File: src/rtl/cam_pkg.sv
// Shared camera-path types and constants for the frame capture sequencer.
package cam_pkg;

    typedef enum logic [1:0] {
        IDLE,
        ARM,
        CAPTURE,
        DONE
    } capture_state_t;

    localparam int unsigned CAM_LINES  = 480;
    localparam int unsigned CAM_COLS   = 640;
    localparam int unsigned LINE_CNT_W = 10;

    // Saturating increment for the per-frame line counter.
    function automatic logic [LINE_CNT_W-1:0] sat_inc(input logic [LINE_CNT_W-1:0] v);
        return (v == '1) ? v : v + 1'b1;
    endfunction

endpackage

File: src/rtl/frame_capture_ctrl_sig_edge.sv
// sig_edge: 1-bit registered edge detector; rise/fall compare the input against
// its value on the previous clock.
module sig_edge (
    input  logic clk,
    input  logic rst,
    input  logic d_i,
    output logic rise_o,
    output logic fall_o
);

    logic d_q;

    always_ff @(posedge clk or posedge rst) begin
        if (rst) d_q <= 1'b0;
        else     d_q <= d_i;
    end

    assign rise_o = ~d_q & d_i;
    assign fall_o = d_q & ~d_i;

endmodule

File: src/rtl/frame_capture_ctrl.sv
// Frame capture sequencer: gates frame-buffer writes per frame in snapshot or
// continuous mode with frame skipping. Optional line-count check: FRAME_CHECK_EN.
module frame_capture_ctrl
    import cam_pkg::*;
#(
    parameter int unsigned LINES_PER_FRAME = CAM_LINES,
    parameter int unsigned SKIP_W          = 4,
    parameter int unsigned CNT_W           = 16
) (
    input  logic              clk,
    input  logic              reset,
    input  logic              config_done,
    input  logic              cam_vsync,
    input  logic              cam_href,
    input  logic              run_en,
    input  logic              snap_req,
    input  logic [SKIP_W-1:0] skip_frames,
    output logic              capture_en,
    output logic              busy,
    output logic              frame_done,
    output logic [CNT_W-1:0]  frame_count,
    output logic [9:0]        line_count,
    output logic              frame_err
);

    capture_state_t        state_q, state_d;
    logic [SKIP_W-1:0]     skip_cnt_q, skip_cnt_d;
    logic                  snap_pending_q, snap_pending_d;
    logic                  capture_en_q, busy_q, frame_done_q;
    logic [CNT_W-1:0]      frame_count_q, frame_count_d;
    logic [LINE_CNT_W-1:0] line_count_q, line_count_d;
    logic                  vs_rise, vs_fall, hr_rise, hr_fall;
    logic                  enter_capture, enter_done, want_frame;

    sig_edge u_vs_edge (
        .clk    (clk),
        .rst    (reset),
        .d_i    (cam_vsync),
        .rise_o (vs_rise),
        .fall_o (vs_fall)
    );

    sig_edge u_hr_edge (
        .clk    (clk),
        .rst    (reset),
        .d_i    (cam_href),
        .rise_o (hr_rise),
        .fall_o (hr_fall)
    );

    assign want_frame = run_en | snap_pending_q | snap_req;

    always_comb begin
        state_d    = state_q;
        skip_cnt_d = skip_cnt_q;
        if (!config_done) begin
            state_d = IDLE;
        end else begin
            unique case (state_q)
                IDLE: begin
                    if (want_frame) begin
                        state_d    = ARM;
                        skip_cnt_d = skip_frames;
                    end
                end
                ARM: begin
                    if (!want_frame) begin
                        state_d = IDLE;
                    end else if (vs_fall) begin
                        if (skip_cnt_q == '0) state_d = CAPTURE;
                        else                  skip_cnt_d = skip_cnt_q - 1'b1;
                    end
                end
                CAPTURE: begin
                    if (vs_rise) state_d = DONE;
                end
                DONE: begin
                    if (want_frame) begin
                        state_d    = ARM;
                        skip_cnt_d = skip_frames;
                    end else begin
                        state_d = IDLE;
                    end
                end
                default: state_d = IDLE;
            endcase
        end
    end

    assign enter_capture = (state_q == ARM) && (state_d == CAPTURE);
    assign enter_done    = (state_q == CAPTURE) && (state_d == DONE);

    always_comb begin
        snap_pending_d = snap_req | (snap_pending_q & ~enter_capture);
        frame_count_d  = enter_done ? frame_count_q + 1'b1 : frame_count_q;
        line_count_d   = line_count_q;
        if (enter_capture)
            line_count_d = '0;
        else if ((state_q == CAPTURE) && hr_fall)
            line_count_d = sat_inc(line_count_q);
    end

    // Outputs are registered from the next state so they align with the state edge.
    always_ff @(posedge clk or posedge reset) begin
        if (reset) begin
            state_q        <= IDLE;
            skip_cnt_q     <= '0;
            snap_pending_q <= 1'b0;
            capture_en_q   <= 1'b0;
            busy_q         <= 1'b0;
            frame_done_q   <= 1'b0;
            frame_count_q  <= '0;
            line_count_q   <= '0;
        end else begin
            state_q        <= state_d;
            skip_cnt_q     <= skip_cnt_d;
            snap_pending_q <= snap_pending_d;
            capture_en_q   <= (state_d == CAPTURE);
            busy_q         <= (state_d != IDLE);
            frame_done_q   <= (state_d == DONE);
            frame_count_q  <= frame_count_d;
            line_count_q   <= line_count_d;
        end
    end

    assign capture_en  = capture_en_q;
    assign busy        = busy_q;
    assign frame_done  = frame_done_q;
    assign frame_count = frame_count_q;
    assign line_count  = line_count_q;

`ifdef FRAME_CHECK_EN
    localparam logic [LINE_CNT_W-1:0] LINES_EXP = LINE_CNT_W'(LINES_PER_FRAME);
    logic frame_err_q;

    always_ff @(posedge clk or posedge reset) begin
        if (reset)
            frame_err_q <= 1'b0;
        else if (enter_done && (line_count_q != LINES_EXP))
            frame_err_q <= 1'b1;
    end

    assign frame_err = frame_err_q;
`else
    assign frame_err = 1'b0;
`endif

endmodule
File: config.mk
export PLATFORM = sky130hd
export DESIGN_NAME = frame_capture_ctrl
export DESIGN_NICKNAME = d
export VERILOG_FILES = /design/src/rtl/cam_pkg.sv /design/src/rtl/frame_capture_ctrl_sig_edge.sv /design/src/rtl/frame_capture_ctrl.sv
export SDC_FILE = /design/constraint.sdc
export NUM_CORES = 1
export LEC_CHECK = 0
export ABC_AREA = 0
export BUFFER_PORTS_ARGS = -buffer_cell sky130_fd_sc_hd__buf_2
export CAP_MARGIN = 10
export CORE_MARGIN = 2
export CORE_UTILIZATION = 54
export CTS_CLUSTER_SIZE = 25
export DETAILED_ROUTE_END_ITERATION = 8
export GPL_TIMING_DRIVEN = 0
export PLACE_DENSITY = 0.8
export SLEW_MARGIN = 10
export SYNTH_ARGS = -nofsm -noshare
export SYNTH_HDL_FRONTEND = slang
export SYNTH_SLANG_ARGS = --single-unit
export TNS_END_PERCENT = 100
File: constraint.sdc
create_clock -name clk -period 3.21 [get_ports clk]
set_clock_uncertainty 0.2 [all_clocks]
set_input_delay 0.321 -clock clk [delete_from_list [all_inputs] [get_ports clk]]
set_output_delay 0.321 -clock clk [all_outputs]
set_load 0.01 [all_outputs]
Word level (Yosys, flattened, before mapping)
Index checks and enable logic that the tools add are counted.
Widths: inputs -> output; s select.
{ "totals": {"reg_bits": 38, "inputBits": 11, "out_inout_bits": 30, "wordCells": 62} }
{ "classes": {"n_addsub": 3, "n_eq_ne": 11, "muxes": 16, "bitwise": 11, "reduce_logical": 11} }
{ "ops": {"columns": ["op", "n"], "rows": [
  ["$mux 10", 3],
  ["$add 16x1->16 const B", 1],
  ["$mux 4", 4],
  ["$mux 2", 6],
  ["$add 10x1->10 const B", 1],
  ["$eq 10x10->1 const B", 1],
  ["$eq 2x2->1 const B", 4],
  ["$pmux 2 s4", 1],
  ["$pmux 4 s2", 1],
  ["$ne 2x2->1 const B", 3],
  ["$reduce_and 6->1", 1],
  ["$reduce_bool 2->1", 3],
  ["$and 1x1->1", 4],
  ["$logic_not 4->1", 1],
  ["$ne 2x1->1 const B", 2],
  ["$not 1->1", 4],
  ["$sub 4x1->4 const B", 1],
  ["$logic_and 1x1->1", 3],
  ["$or 1x1->1", 3],
  ["$eq 2x1->1 const B", 1],
  ["$logic_not 2->1", 1],
  ["$reduce_and 2->1", 1],
  ["$reduce_or 2->1", 1],
  ["$mux 1", 1]
]} }

Longest topological paths before layout
Gate-level depths: netlist of the first run.
{ "logic_depth": {"word_depth": 11, "ltp_mapped": 9, "depth_no_buf": 8} }

By module
From an unflattened synthesis of the first run, not the netlist that was laid out.
{ "unflattened": {"cells_unflattened": 201, "hier_area_um2": 2093.3} }
{ "modules_own_cells": {"columns": ["mod", "instances", "cells_each", "area_per_inst_um2", "seq_area_each_um2"], "rows": [
  ["frame_capture_ctrl", 1, 193, 2005.7, 900.9],
  ["sig_edge", 2, 4, 43.8, 25.0]
]} }

Worst setup path after synthesis of the first run
No wires, ideal clock.
{ "synth_timing": {"kind": "register to register", "startpoint": "reg skip_cnt_q[0]", "endpoint": "reg frame_count_q[1], in the netlist frame_count[1]", "setup_ns": 0.125, "t_arrival_ns": 1.924, "t_required_ns": 2.885, "path_slack_ns": 0.961, "stages_incl_launch_ff": 9, "path_buffers": 1, "synth_period_minus_slack_ns": 2.249, "cell_sequence": "dfrtp_1 > inv_1 > ha_1 > or3b_2 > o21ai_2 > nand3_2 > buf_6 > nor3_4 > mux2_4"} }
{ "synth_between": {"elab_chain_cells": 8} }
{ "synth_rtl": {"columns": ["item", "line_no", "text"], "rows": [
  ["start: declaration", "frame_capture_ctrl.sv:27", "logic [SKIP_W-1:0] skip_cnt_q, skip_cnt_d;"],
  ["start signal: assignment", "frame_capture_ctrl.sv:116", "skip_cnt_q <= skip_cnt_d;"],
  ["$logic_not 4->1", "frame_capture_ctrl.sv:70", "if (skip_cnt_q == '0) state_d = CAPTURE;"],
  ["$mux 2", "frame_capture_ctrl.sv:70", null],
  ["$mux 2", "frame_capture_ctrl.sv:69", "end else if (vs_fall) begin"],
  ["$mux 2", "frame_capture_ctrl.sv:67", "if (!want_frame) begin"],
  ["$pmux 2 s4", "frame_capture_ctrl.sv:59", "unique case (state_q)"],
  ["$mux 2", "frame_capture_ctrl.sv:56", "if (!config_done) begin"],
  ["$eq 2x2->1", "frame_capture_ctrl.sv:91", "assign enter_done = (state_q == CAPTURE) && (state_d == DONE);"],
  ["$logic_and 1x1->1", "frame_capture_ctrl.sv:91", null],
  ["end signal: assignment", "frame_capture_ctrl.sv:121", "frame_count_q <= frame_count_d;"],
  ["end: declaration", "frame_capture_ctrl.sv:30", "logic [CNT_W-1:0] frame_count_q, frame_count_d;"]
]} }
No other way between the ends.
A chain may end at the register's enable or synchronous reset.

Worst setup path after layout of the first run
{ "layout_timing": {"startpoint": "reg skip_cnt_q[0]", "endpoint": "reg frame_count_q[3], in the netlist frame_count[3]"} }
Same word-level chain as after synthesis.

==> qor.tcl, run 1 <==
set qor(vdd.ir_drop.worst_v) 0.000281
set qor(reg2regPathDepth) 8
set qor(finalHoldViolations) 0
set qor(postLayoutCoreUtil_pct) 67.9
set qor(synth_area_per_cell_um2) 10.1
set qor(max_cap_viol) 0
set qor(worst_pin_slew_ns) 0.758
set qor(static-leakage-power_uw) 0.00131
set qor(filler_cell_count) 307
set qor(vias) 1611
set qor(wire_length_of_the_first_global_routing_pass_um) 6670
set qor(drt-initial-drc-count) 117
set qor(routed_wirelength_um) 3800
set qor(synth-compound-area-share_pct) 7.43
set qor(end_kind) {register}
set qor(overall_die_area_um2) 4280
set qor(floorplan.die.width_um) 65.4
set qor(final_antenna_net_count) 0
set qor(clock_sinks) 38
set qor(antenna_violations_before_repair) 0
set qor(synth_top_area_share_pct) 46.7
set qor(max_freq_mhz) 408
set qor(critPathMaxFanout) 10
set qor(tritoncts) {done}
set qor(period_minus_slack_ns) 2.45
set qor(core_area_um2) 3630
set qor(area_share_of_and_or_nand_nor_cells_after_synthesis_pct) 24.1
set qor(cts.path.max_buffers) 2
set qor(worst_hold_path_type) {in -> reg}
set qor(postSynth.topFlopCell) {dfrtp_1}
set qor(cts_inserted_buffers) 5
set qor(root_driver) {clkbuf_8}
set qor(slew_headroom_pct) 49.4
set qor(path_class) {reg -> reg}
set qor(synth_top_area_cell) {dfrtp_1}
set qor(die_h_um) 65.4
set qor(worst-endpoint-arrival_ns) 2.41
set qor(clk-insertion-delay-late_ns) 0.29
set qor(muxShareOfSynthArea_pct) 2.21
set qor(antenna_cells) 0
set qor(period_share_pct) 76.3
set qor(routabilityCongestion) 0.779
set qor(floorplan.rows) 22
set qor(globalRouteOverflowTotal) 0
set qor(report.final.setup_viol) 0
set qor(final_max_slew_viol_count) 0
set qor(synth_area_um2) 2040
set qor(detail_route.drc_violations) 0
set qor(yosys-top-cells-count) {dfrtp_1, xor2_1, nand2_1, nor2_1, nor3_1}
set qor(placedInstanceArea_um2) 2290
set qor(synth_enable_flop_cells) 0
set qor(status) {finished, final reports clean}
set qor(place.detailed.hpwl_um) 2670
set qor(parity_gate_share_of_the_synthesized_area_counting_xor_and_xnor_cells_pct) 9.88
set qor(ios) 41
set qor(postSynthCellCount) 201
set qor(yosysMostFrequentCell) {dfrtp_1}
set qor(layout-area-overhead-vs-synth_pct) 21.0
set qor(yosys_warnings) 0
set qor(synth_top_cells_by_area) {dfrtp_1, xor2_1, ha_1}
set qor(avgViaCountPerCell) 5.39
set qor(synth-seq-area-share_pct) 46.7
set qor(cts_setup_buffers) 0
set qor(synthDistinctLibCells) 44
set qor(drive_gt1_share_pct) 26.3
set qor(port-buffer-count) 39
set qor(worstSetupStartpointType) {register}
set qor(synth.ff_latch_count) 38
set qor(grt_pass1_vias) 1539
set qor(postLayoutCellArea_um2) 2470
set qor(worst_ep_required_time_ns) 3.17
set qor(synth-async-reset-ratio_pct) 100
set qor(floorplan.initialDensity_pct) 56.1
set qor(route.detailed.wl_per_inst_um) 12.7
set qor(power.density_nw_per_um2) 455
set qor(cts_htree_levels) 2
set qor(post_cts_clock_slew_at_the_launch_and_capture_registers_of_the_worst_setup_and_hold_paths_ns) 0.07
set qor(final_net_count) 269
set qor(synth_nets) 220
set qor(dominant_combinational_cell_family_by_area_after_synthesis) {simple AND/OR/NAND/NOR gates}
set qor(setup_total_negative_slack_ns) 0
set qor(worst_hold_path.num_cells) 2
set qor(post_synth_fa_ha_maj_area_fraction_pct) 4.91
set qor(grt_max_degree) 39
set qor(grt_setup_unrepaired) {no}
set qor(track_usage_pct) 20.2
set qor(drt-pass1-iter-count) 4
[layer usage]
layer | vias to the layer above | global-route usage, % | routed length (um)
met5 | - | 0 | 0
met3 | 5 | 6.34 | 191
li1 | 793 | - | -
met1 | 778 | 25.0 | 1760
met4 | 0 | 7.55 | 57
met2 | 35 | 32.9 | 1790
[power breakdown]
| part | internal, uW | switching (uW) | leakage (uW) | total [uW] |
|---|---|---|---|---|
| Sequential | 497 | 17.6 | 0.000502 | 515 |
| Combinational | 47.4 | 58.3 | 0.000734 | 106 |
| Clock | 331 | 169 | 0.0000714 | 501 |
[timing repair]
action,in CTS,in global routing
gates resized for setup,0,0
hold endpoints to repair,39,0
hold buffers,3,0
[cell usage in the layout (no fill, tap or decap), types with 3 or more instances in the layout]
master,netlist,final
nand4_1,11,11
a21oi_1,3,3
nor2_1,15,15
xor2_1,18,18
o21ai_0,7,7
nand2_1,15,15
nand3_1,6,6
xnor2_1,5,5
nor3_1,13,13
inv_1,11,10
buf_2,1,40
nor2b_1,3,3
and3_1,6,6
dfrtp_1,38,38
clkbuf_8,0,6
and2_1,3,3
ha_1,8,8
dlygate4sd3_1,0,3
nand2b_1,3,3
mux2i_1,3,3
[state kept, by name, indices dropped and copies added, names as in the netlist]
register,cells
busy,1
capture_en,1
frame_count,16
frame_done,1
line_count,10
skip_cnt_q,4
snap_pending_q,1
state_q,2
u_hr_edge.d_q,1
u_vs_edge.d_q,1
[final cells by class]
| cell class | count | area [um2] | share of cell area, % |
|---|---|---|---|
| sequential | 38 | 951 | 38.6 |
| clock buffer | 6 | 82.6 | 3.35 |
| timing repair buffer | 42 | 225 | 9.13 |
| multi-input combinational | 144 | 992 | 40.2 |
| tap | 48 | 60.1 | 2.44 |
| inverter | 12 | 45.0 | 1.83 |
| buffer | 7 | 50.0 | 2.03 |
| clock inverter | 2 | 60.1 | 2.44 |
[through the flow]
stage / setup WS, ns / std cells / hold slack [ns] / power (uW)
global placement: 0.802 / 288 / 0.242 / 621
CTS: 0.758 / 299 / 0.0352 / 1130
floorplan: 0.961 / 201 / 0.152 / 598
finish: 0.761 / 299 / 0.0434 / 1120
global route: 0.617 / 299 / 0.0419 / 1170
detailed placement: 0.769 / 288 / 0.245 / 628
[cell families (layout without fill, tap and decap cells)]
kind of cell,count (synthesis),count (layout)
mux,4,4
flops,38,38
fa+ha+maj,8,8
buf+inv,19,69
compound gates,20,20
xor+xnor,23,23
other cells,1,1
simple gates,88,88
[final timing paths]
path / startpoint / end / slack (ns)
worst max-delay path: skip_cnt_q[0] / frame_count[3] / 0.76
worst min-delay path: snap_req / snap_pending_q / 0.04
worst max register to register: skip_cnt_q[0] / frame_count[3] / 0.76
worst min register to register: frame_count[15] / frame_count[15] / 0.27
max in group asynchronous: reset / skip_cnt_q[2] / 1.81
min in group asynchronous: reset / frame_count[12] / 0.52
[worst max-delay path, stage by stage (launching register included)]
cell and delay, ns:
dfrtp_1 0.40, inv_1 0.08, ha_1 0.21, or3b_2 0.48
o2111ai_1 0.21, a31o_2 0.31, buf_4 0.21, nor3_1 0.07
xor2_1 0.14
No activity file was read; power rests on OpenSTA's default activity.
==> run 2, diff against run 1 <==
clock period = 2.3 ns   (was 3.21 ns; I/O delays follow)
==> run 2 against run 1 <==
Combinational power increased by 73%. Die area unchanged. Fmax up 8.3%. Worst setup slack lost 0.72 ns. Critical path type unchanged.
==> qor.tcl, run 2 (synthesis results as in run 1) <==
set qor(status) {finished, final reports clean}
set qor(detail_route.drc_violations) 0 ;# unchanged
set qor(crit_slowest_cell) {dfrtp_1}
set qor(worst_pin_slew_ns) 0.761 ;# +0.00273 ns
set qor(drt-pass1-iter-count) 4 ;# unchanged
set qor(place.detailed.hpwl_um) 2670 ;# unchanged
set qor(grt_max_degree) 39 ;# unchanged
set qor(end_kind) {register}
set qor(ios) 41 ;# unchanged
set qor(vdd.ir_drop.worst_v) 0.000396 ;# +41%
set qor(max_cap_viol) 0 ;# unchanged
set qor(postLayoutCoreUtil_pct) 71.0 ;# +3.1 points
set qor(floorplan.rows) 22 ;# unchanged
set qor(root_driver) {clkbuf_8}
set qor(globalRouteOverflowTotal) 0 ;# unchanged
set qor(track_usage_pct) 20.4 ;# +0.26 points
set qor(floorplan.initialDensity_pct) 56.1 ;# unchanged
set qor(report.final.setup_viol) 0 ;# unchanged
set qor(antenna_cells) 0 ;# unchanged
set qor(post_cts_clock_slew_at_the_launch_and_capture_registers_of_the_worst_setup_and_hold_paths_ns) 0.07 ;# about the same
set qor(final_net_count) 277 ;# +3.0%
set qor(vias) 1650 ;# +2.4%
set qor(slew_headroom_pct) 49.2 ;# -0.18 points
set qor(final_antenna_net_count) 0 ;# unchanged
set qor(max_freq_mhz) 442 ;# +8.3%
set qor(path_class) {reg -> reg}
set qor(layout-area-overhead-vs-synth_pct) 26.5
set qor(floorplan.die.width_um) 65.4 ;# unchanged
set qor(clk-insertion-delay-late_ns) 0.29 ;# about the same
set qor(cts.path.max_buffers) 2 ;# unchanged
set qor(route.detailed.wl_per_inst_um) 12.9 ;# +1.5%
set qor(routed_wirelength_um) 3970 ;# +4.2%
set qor(critPathMaxFanout) 10 ;# unchanged
set qor(highest_count_cells_in_the_layout_ignoring_fill_and_taps) {buf_2, dfrtp_1, xor2_1}
set qor(period_share_pct) 98.3 ;# +22 points
set qor(overall_die_area_um2) 4280 ;# unchanged
set qor(grt_setup_unrepaired) {yes}
set qor(numPlacedInstances) 288 ;# unchanged
set qor(final_max_slew_viol_count) 0 ;# unchanged
set qor(antenna_violations_before_repair) 0 ;# unchanged
set qor(cts_htree_levels) 2 ;# unchanged
set qor(drt-initial-drc-count) 135 ;# +15%
set qor(worstSetupStartpointType) {register}
set qor(power_uw) 1610 ;# +43%
set qor(power.density_nw_per_um2) 622 ;# +37%
set qor(avgViaCountPerCell) 5.37 ;# -0.25%
set qor(worst_hold_path_type) {in -> reg}
set qor(grt_pass1_vias) 1562 ;# +1.5%
set qor(period_minus_slack_ns) 2.26 ;# -0.188 ns
set qor(port-buffer-count) 39 ;# unchanged
set qor(core_area_um2) 3630 ;# unchanged
set qor(wire_length_of_the_first_global_routing_pass_um) 6760 ;# +1.5%
set qor(static-leakage-power_uw) 0.00134 ;# +2.7%
set qor(cts_inserted_buffers) 5 ;# unchanged
set qor(drive_gt1_share_pct) 33.2 ;# +6.9 points
set qor(layout_commonest_cell) {buf_2}
set qor(cp_cell_sequence) {inv_2 -> ha_4 -> or3b_4 -> o21ai_2 -> nand3_2 -> buf_6 -> nor3_4 -> mux2_4}
set qor(instances_no_fill) 307 ;# +2.7%
set qor(clock_sinks) 38 ;# unchanged
set qor(finalHoldViolations) 0 ;# unchanged
set qor(routabilityCongestion) 0.779 ;# unchanged
set qor(worst_path_dominant_cell_family) {simple AND/OR/NAND/NOR gates}
set qor(die_h_um) 65.4 ;# unchanged
set qor(number_of_flip_flops_in_the_largest_register) 16 ;# unchanged
set qor(worst-endpoint-arrival_ns) 2.24 ;# -0.17 ns
set qor(tritoncts) {done}
set qor(worst_ep_required_time_ns) 2.28 ;# -0.89 ns
set qor(path_buf_inv) 2 ;# unchanged
set qor(critical-path-max-stage-delay_ns) 0.40 ;# -0.08 ns
run 2: cell count changes in the layout (fill, tap and decap cells not counted), moves of 2 or more:
cell and delta:
nor3_1 -3, dfrtp_2 +2, buf_4 +6, ha_1 -2, inv_1 -3, inv_2 +3
dfrtp_1 -2, nor3_2 +3
run 2: layout make-up:
cell class / instances / area (um2)
fill: 288 / 1050
multi-input combinational: 144 / 1030
sequential: 38 / 953
timing repair buffer: 50 / 288
clock buffer: 6 / 82.6
clock inverter: 2 / 60.1
tap: 48 / 60.1
buffer: 7 / 55.1
inverter: 12 / 45.0
run 2: tightest hold or removal path, stage by stage:
cell and delay (ns):
buf_2 0.07, o21ai_0 0.06, mux2i_1 0.12
run 2: timing repair:
action / in CTS / in global routing
hold endpoints to repair: 41 / 0
setup buffers: 5 / 2
setup endpoints to repair: 25 / 24
pin swaps: 5 / 2
gates resized for setup: 6 / 11
hold buffers: 4 / 0
run 2: power breakdown:
group | total, uW | switching, uW | internal, uW
clock | 702 | 239 | 463
sequential | 720 | 26.2 | 694
combinational | 183 | 93.9 | 89.0
total | 1610 | 360 | 1250
run 2: final timing paths:
| check | end | cells past startpoint | start | slack [ns] |
|---|---|---|---|---|
| max | frame_count[1] | 8 | skip_cnt_q[1] | 0.04 |
| min | skip_cnt_q[0] | 3 | skip_frames[0] | 0.03 |
| max reg2reg | frame_count[1] | 8 | skip_cnt_q[1] | 0.04 |
| min reg2reg | frame_count[15] | 1 | frame_count[15] | 0.27 |
| max in group asynchronous | state_q[1] | 3 | reset | 0.95 |
| min in group asynchronous | frame_count[11] | 3 | reset | 0.42 |
run 2: per-stage QoR:
stage               TNS (ns)  cell area (um2)  hold slack [ns]  worst slack, ns
CTS                        0             2530           0.0237           0.0377
global placement       -1.68             2290            0.151           -0.108
detailed placement     -2.35             2290            0.154           -0.141
finish                     0             2580           0.0333           0.0388
floorplan                  0             2040           0.0614           0.0510
global route          -0.318             2580           0.0656          -0.0463
run 2: per-layer routing:
| metal | track usage, % | wire, um | up-vias |
|---|---|---|---|
| li1 | - | - | 807 |
| met1 | 25.1 | 1810 | 804 |
| met2 | 33.4 | 1910 | 32 |
| met3 | 6.34 | 184 | 7 |
| met4 | 8.07 | 59 | 0 |
| met5 | 0 | 0 | - |
==> run 3, diff against run 2 <==
--- a/config.mk
+++ b/config.mk
@@ -8,5 +8,5 @@
 export ABC_AREA = 0
 export BUFFER_PORTS_ARGS = -buffer_cell sky130_fd_sc_hd__buf_2
-export CAP_MARGIN = 10
+export CAP_MARGIN = 20
 export CORE_MARGIN = 2
 export CORE_UTILIZATION = 54
==> constraint.sdc (replaced) <==
create_clock -name clk -period 2.3 [get_ports clk]
set_clock_uncertainty 0.2 [all_clocks]
set_input_delay 0.575 -clock clk [delete_from_list [all_inputs] [get_ports clk]]
set_output_delay 0.575 -clock clk [all_outputs]
set_load 0.01 [all_outputs]
==> run 3 against run 2 <==
Via count shrank 0.91%. Global-route usage down 0.074 points. Critical path type unchanged. Register-to-register slack about the same.
==> qor.tcl, run 3 (synthesis results as in run 1) <==
set qor(status) {finished, final reports clean}
set qor(globalRouteOverflowTotal) 0 ;# unchanged
set qor(drive_gt1_share_pct) 33.7 ;# +0.52 points
set qor(antenna_cells) 0 ;# unchanged
set qor(worst_hold_path_type) {in -> reg}
set qor(number_of_flip_flops_in_the_largest_register) 16 ;# unchanged
set qor(static-leakage-power_uw) 0.00133 ;# -1.2%
set qor(routabilityCongestion) 0.779 ;# unchanged
set qor(setup_total_negative_slack_ns) 0 ;# unchanged
set qor(final_critical_path_setup_slack_ns) 0.0388 ;# -0.0000398 ns
set qor(layout-area-overhead-vs-synth_pct) 24.6
set qor(port-buffer-count) 39 ;# unchanged
set qor(numPlacedInstances) 288 ;# unchanged
set qor(final_antenna_net_count) 0 ;# unchanged
set qor(drt-initial-drc-count) 133 ;# -1.5%
set qor(instances_no_fill) 303 ;# -1.3%
set qor(core_area_um2) 3630 ;# unchanged
set qor(drt-pass1-iter-count) 4 ;# unchanged
set qor(period_minus_slack_ns) 2.26 ;# +0.0000398 ns
set qor(post_cts_clock_slew_at_the_launch_and_capture_registers_of_the_worst_setup_and_hold_paths_ns) 0.08 ;# about the same
set qor(place_ws_ns) -0.141 ;# unchanged
set qor(floorplan.rows) 22 ;# unchanged
set qor(routed_wirelength_um) 3930 ;# -0.98%
set qor(vdd.ir_drop.worst_v) 0.000395 ;# -0.26%
set qor(cts_hold_buffers_added) 0 ;# -4
set qor(floorplan.die.width_um) 65.4 ;# unchanged
set qor(grt_setup_unrepaired) {yes}
set qor(max_freq_mhz) 442 ;# about the same
set qor(ios) 41 ;# unchanged
set qor(multi_input_comb_area_um2) 1030 ;# unchanged
set qor(wire_length_of_the_first_global_routing_pass_um) 6730 ;# -0.41%
set qor(highest_count_cells_in_the_layout_ignoring_fill_and_taps) {buf_2, dfrtp_1, xor2_1}
set qor(grt_pass1_vias) 1547 ;# -0.96%
set qor(clock_sinks) 38 ;# unchanged
set qor(avgViaCountPerCell) 5.40 ;# +0.40%
set qor(power.density_nw_per_um2) 630 ;# +1.2%
set qor(overall_die_area_um2) 4280 ;# unchanged
set qor(worst_ep_required_time_ns) 2.28 ;# about the same
set qor(postLayoutCellArea_um2) 2540 ;# -1.6%
set qor(place.detailed.hpwl_um) 2670 ;# unchanged
set qor(slew_headroom_pct) 49.2 ;# about the same
set qor(final_max_slew_viol_count) 0 ;# unchanged
set qor(critPathMaxFanout) 10 ;# unchanged
set qor(root_driver) {clkbuf_8}
set qor(power_uw) 1600 ;# -0.34%
set qor(grt_max_degree) 39 ;# unchanged
set qor(clk-insertion-delay-late_ns) 0.29 ;# about the same
set qor(filler_cell_count) 295 ;# +2.4%
set qor(cts_inserted_buffers) 5 ;# unchanged
set qor(placedInstanceArea_um2) 2290 ;# unchanged
set qor(period_share_pct) 98.3 ;# about the same
set qor(worst-endpoint-arrival_ns) 2.24 ;# about the same
set qor(cts.path.max_buffers) 2 ;# unchanged
set qor(vias) 1635 ;# -0.91%
set qor(worstSetupStartpointType) {register}
set qor(cts_htree_levels) 2 ;# unchanged
set qor(end_kind) {register}
set qor(track_usage_pct) 20.3 ;# -0.074 points
set qor(antenna_violations_before_repair) 0 ;# unchanged
set qor(report.final.setup_viol) 0 ;# unchanged
set qor(floorplan.initialDensity_pct) 56.1 ;# unchanged
set qor(layout_commonest_cell) {buf_2}
set qor(path_class) {reg -> reg}
set qor(finalHoldViolations) 0 ;# unchanged
set qor(max_cap_viol) 0 ;# unchanged
set qor(tritoncts) {done}
set qor(worst_pin_slew_ns) 0.760 ;# -0.000276 ns
set qor(route.detailed.wl_per_inst_um) 13.0 ;# +0.32%
set qor(final_net_count) 273 ;# -1.4%
set qor(register_area_um2) 953 ;# unchanged
set qor(detail_route.drc_violations) 0 ;# unchanged
set qor(die_h_um) 65.4 ;# unchanged
run 3: layout make-up:
| type | count | share of cell area [%] |
|---|---|---|
| Sequential cell | 38 | 37.6 |
| Multi-Input combinational cell | 144 | 40.8 |
| Clock buffer | 6 | 3.25 |
| Clock inverter | 2 | 2.37 |
| Timing Repair Buffer | 46 | 9.76 |
| Inverter | 12 | 1.77 |
| Buffer | 7 | 2.17 |
| Tap cell | 48 | 2.37 |
run 3: final timing paths:
check | cells past startpoint | start | endpoint | slack [ns]
min | 1 | cam_href | u_hr_edge.d_q | 0.20
max | 8 | skip_cnt_q[1] | frame_count[1] | 0.04
max reg2reg | 8 | skip_cnt_q[1] | frame_count[1] | 0.04
min in group asynchronous | 2 | reset | frame_count[11] | 0.21
max in group asynchronous | 2 | reset | state_q[1] | 1.17
min reg2reg | 1 | frame_count[15] | frame_count[15] | 0.27
run 3: timing repair:
item / CTS / global route
setup endpoints to repair: 25 / 24
buffers inserted: 5 / 2
pin swaps: 5 / 2
resized for setup: 6 / 11
cloned: 0 / 0
run 3: report_power, final:
group	internal, uW	switching [uW]
Sequential	694	26.2
Clock	463	239
Combinational	84.6	92.9
run 3: stage by stage:
stage                     utilization [%]  hold WS (ns)
after floorplan                         -         0.298
after global placement               63.1         0.250
after detailed placement             63.1         0.273
after CTS                            68.6         0.190
after global routing                 69.9         0.187
final                                69.9         0.197
run 3: per-layer routing:
layer | up-vias | track usage, % | routed length (um)
li1 | 799 | - | -
met1 | 797 | 25.1 | 1810
met2 | 32 | 33.2 | 1880
met3 | 7 | 6.34 | 179
met4 | 0 | 8.07 | 59
met5 | - | 0 | 0
run 3: worst max-delay path: stages (launching register included):
cell and delay [ns]:
dfrtp_1 0.40, inv_2 0.08, ha_4 0.15, or3b_4 0.38, o21ai_2 0.18, nand3_2 0.10, buf_6 0.16, nor3_4 0.19
mux2_4 0.31
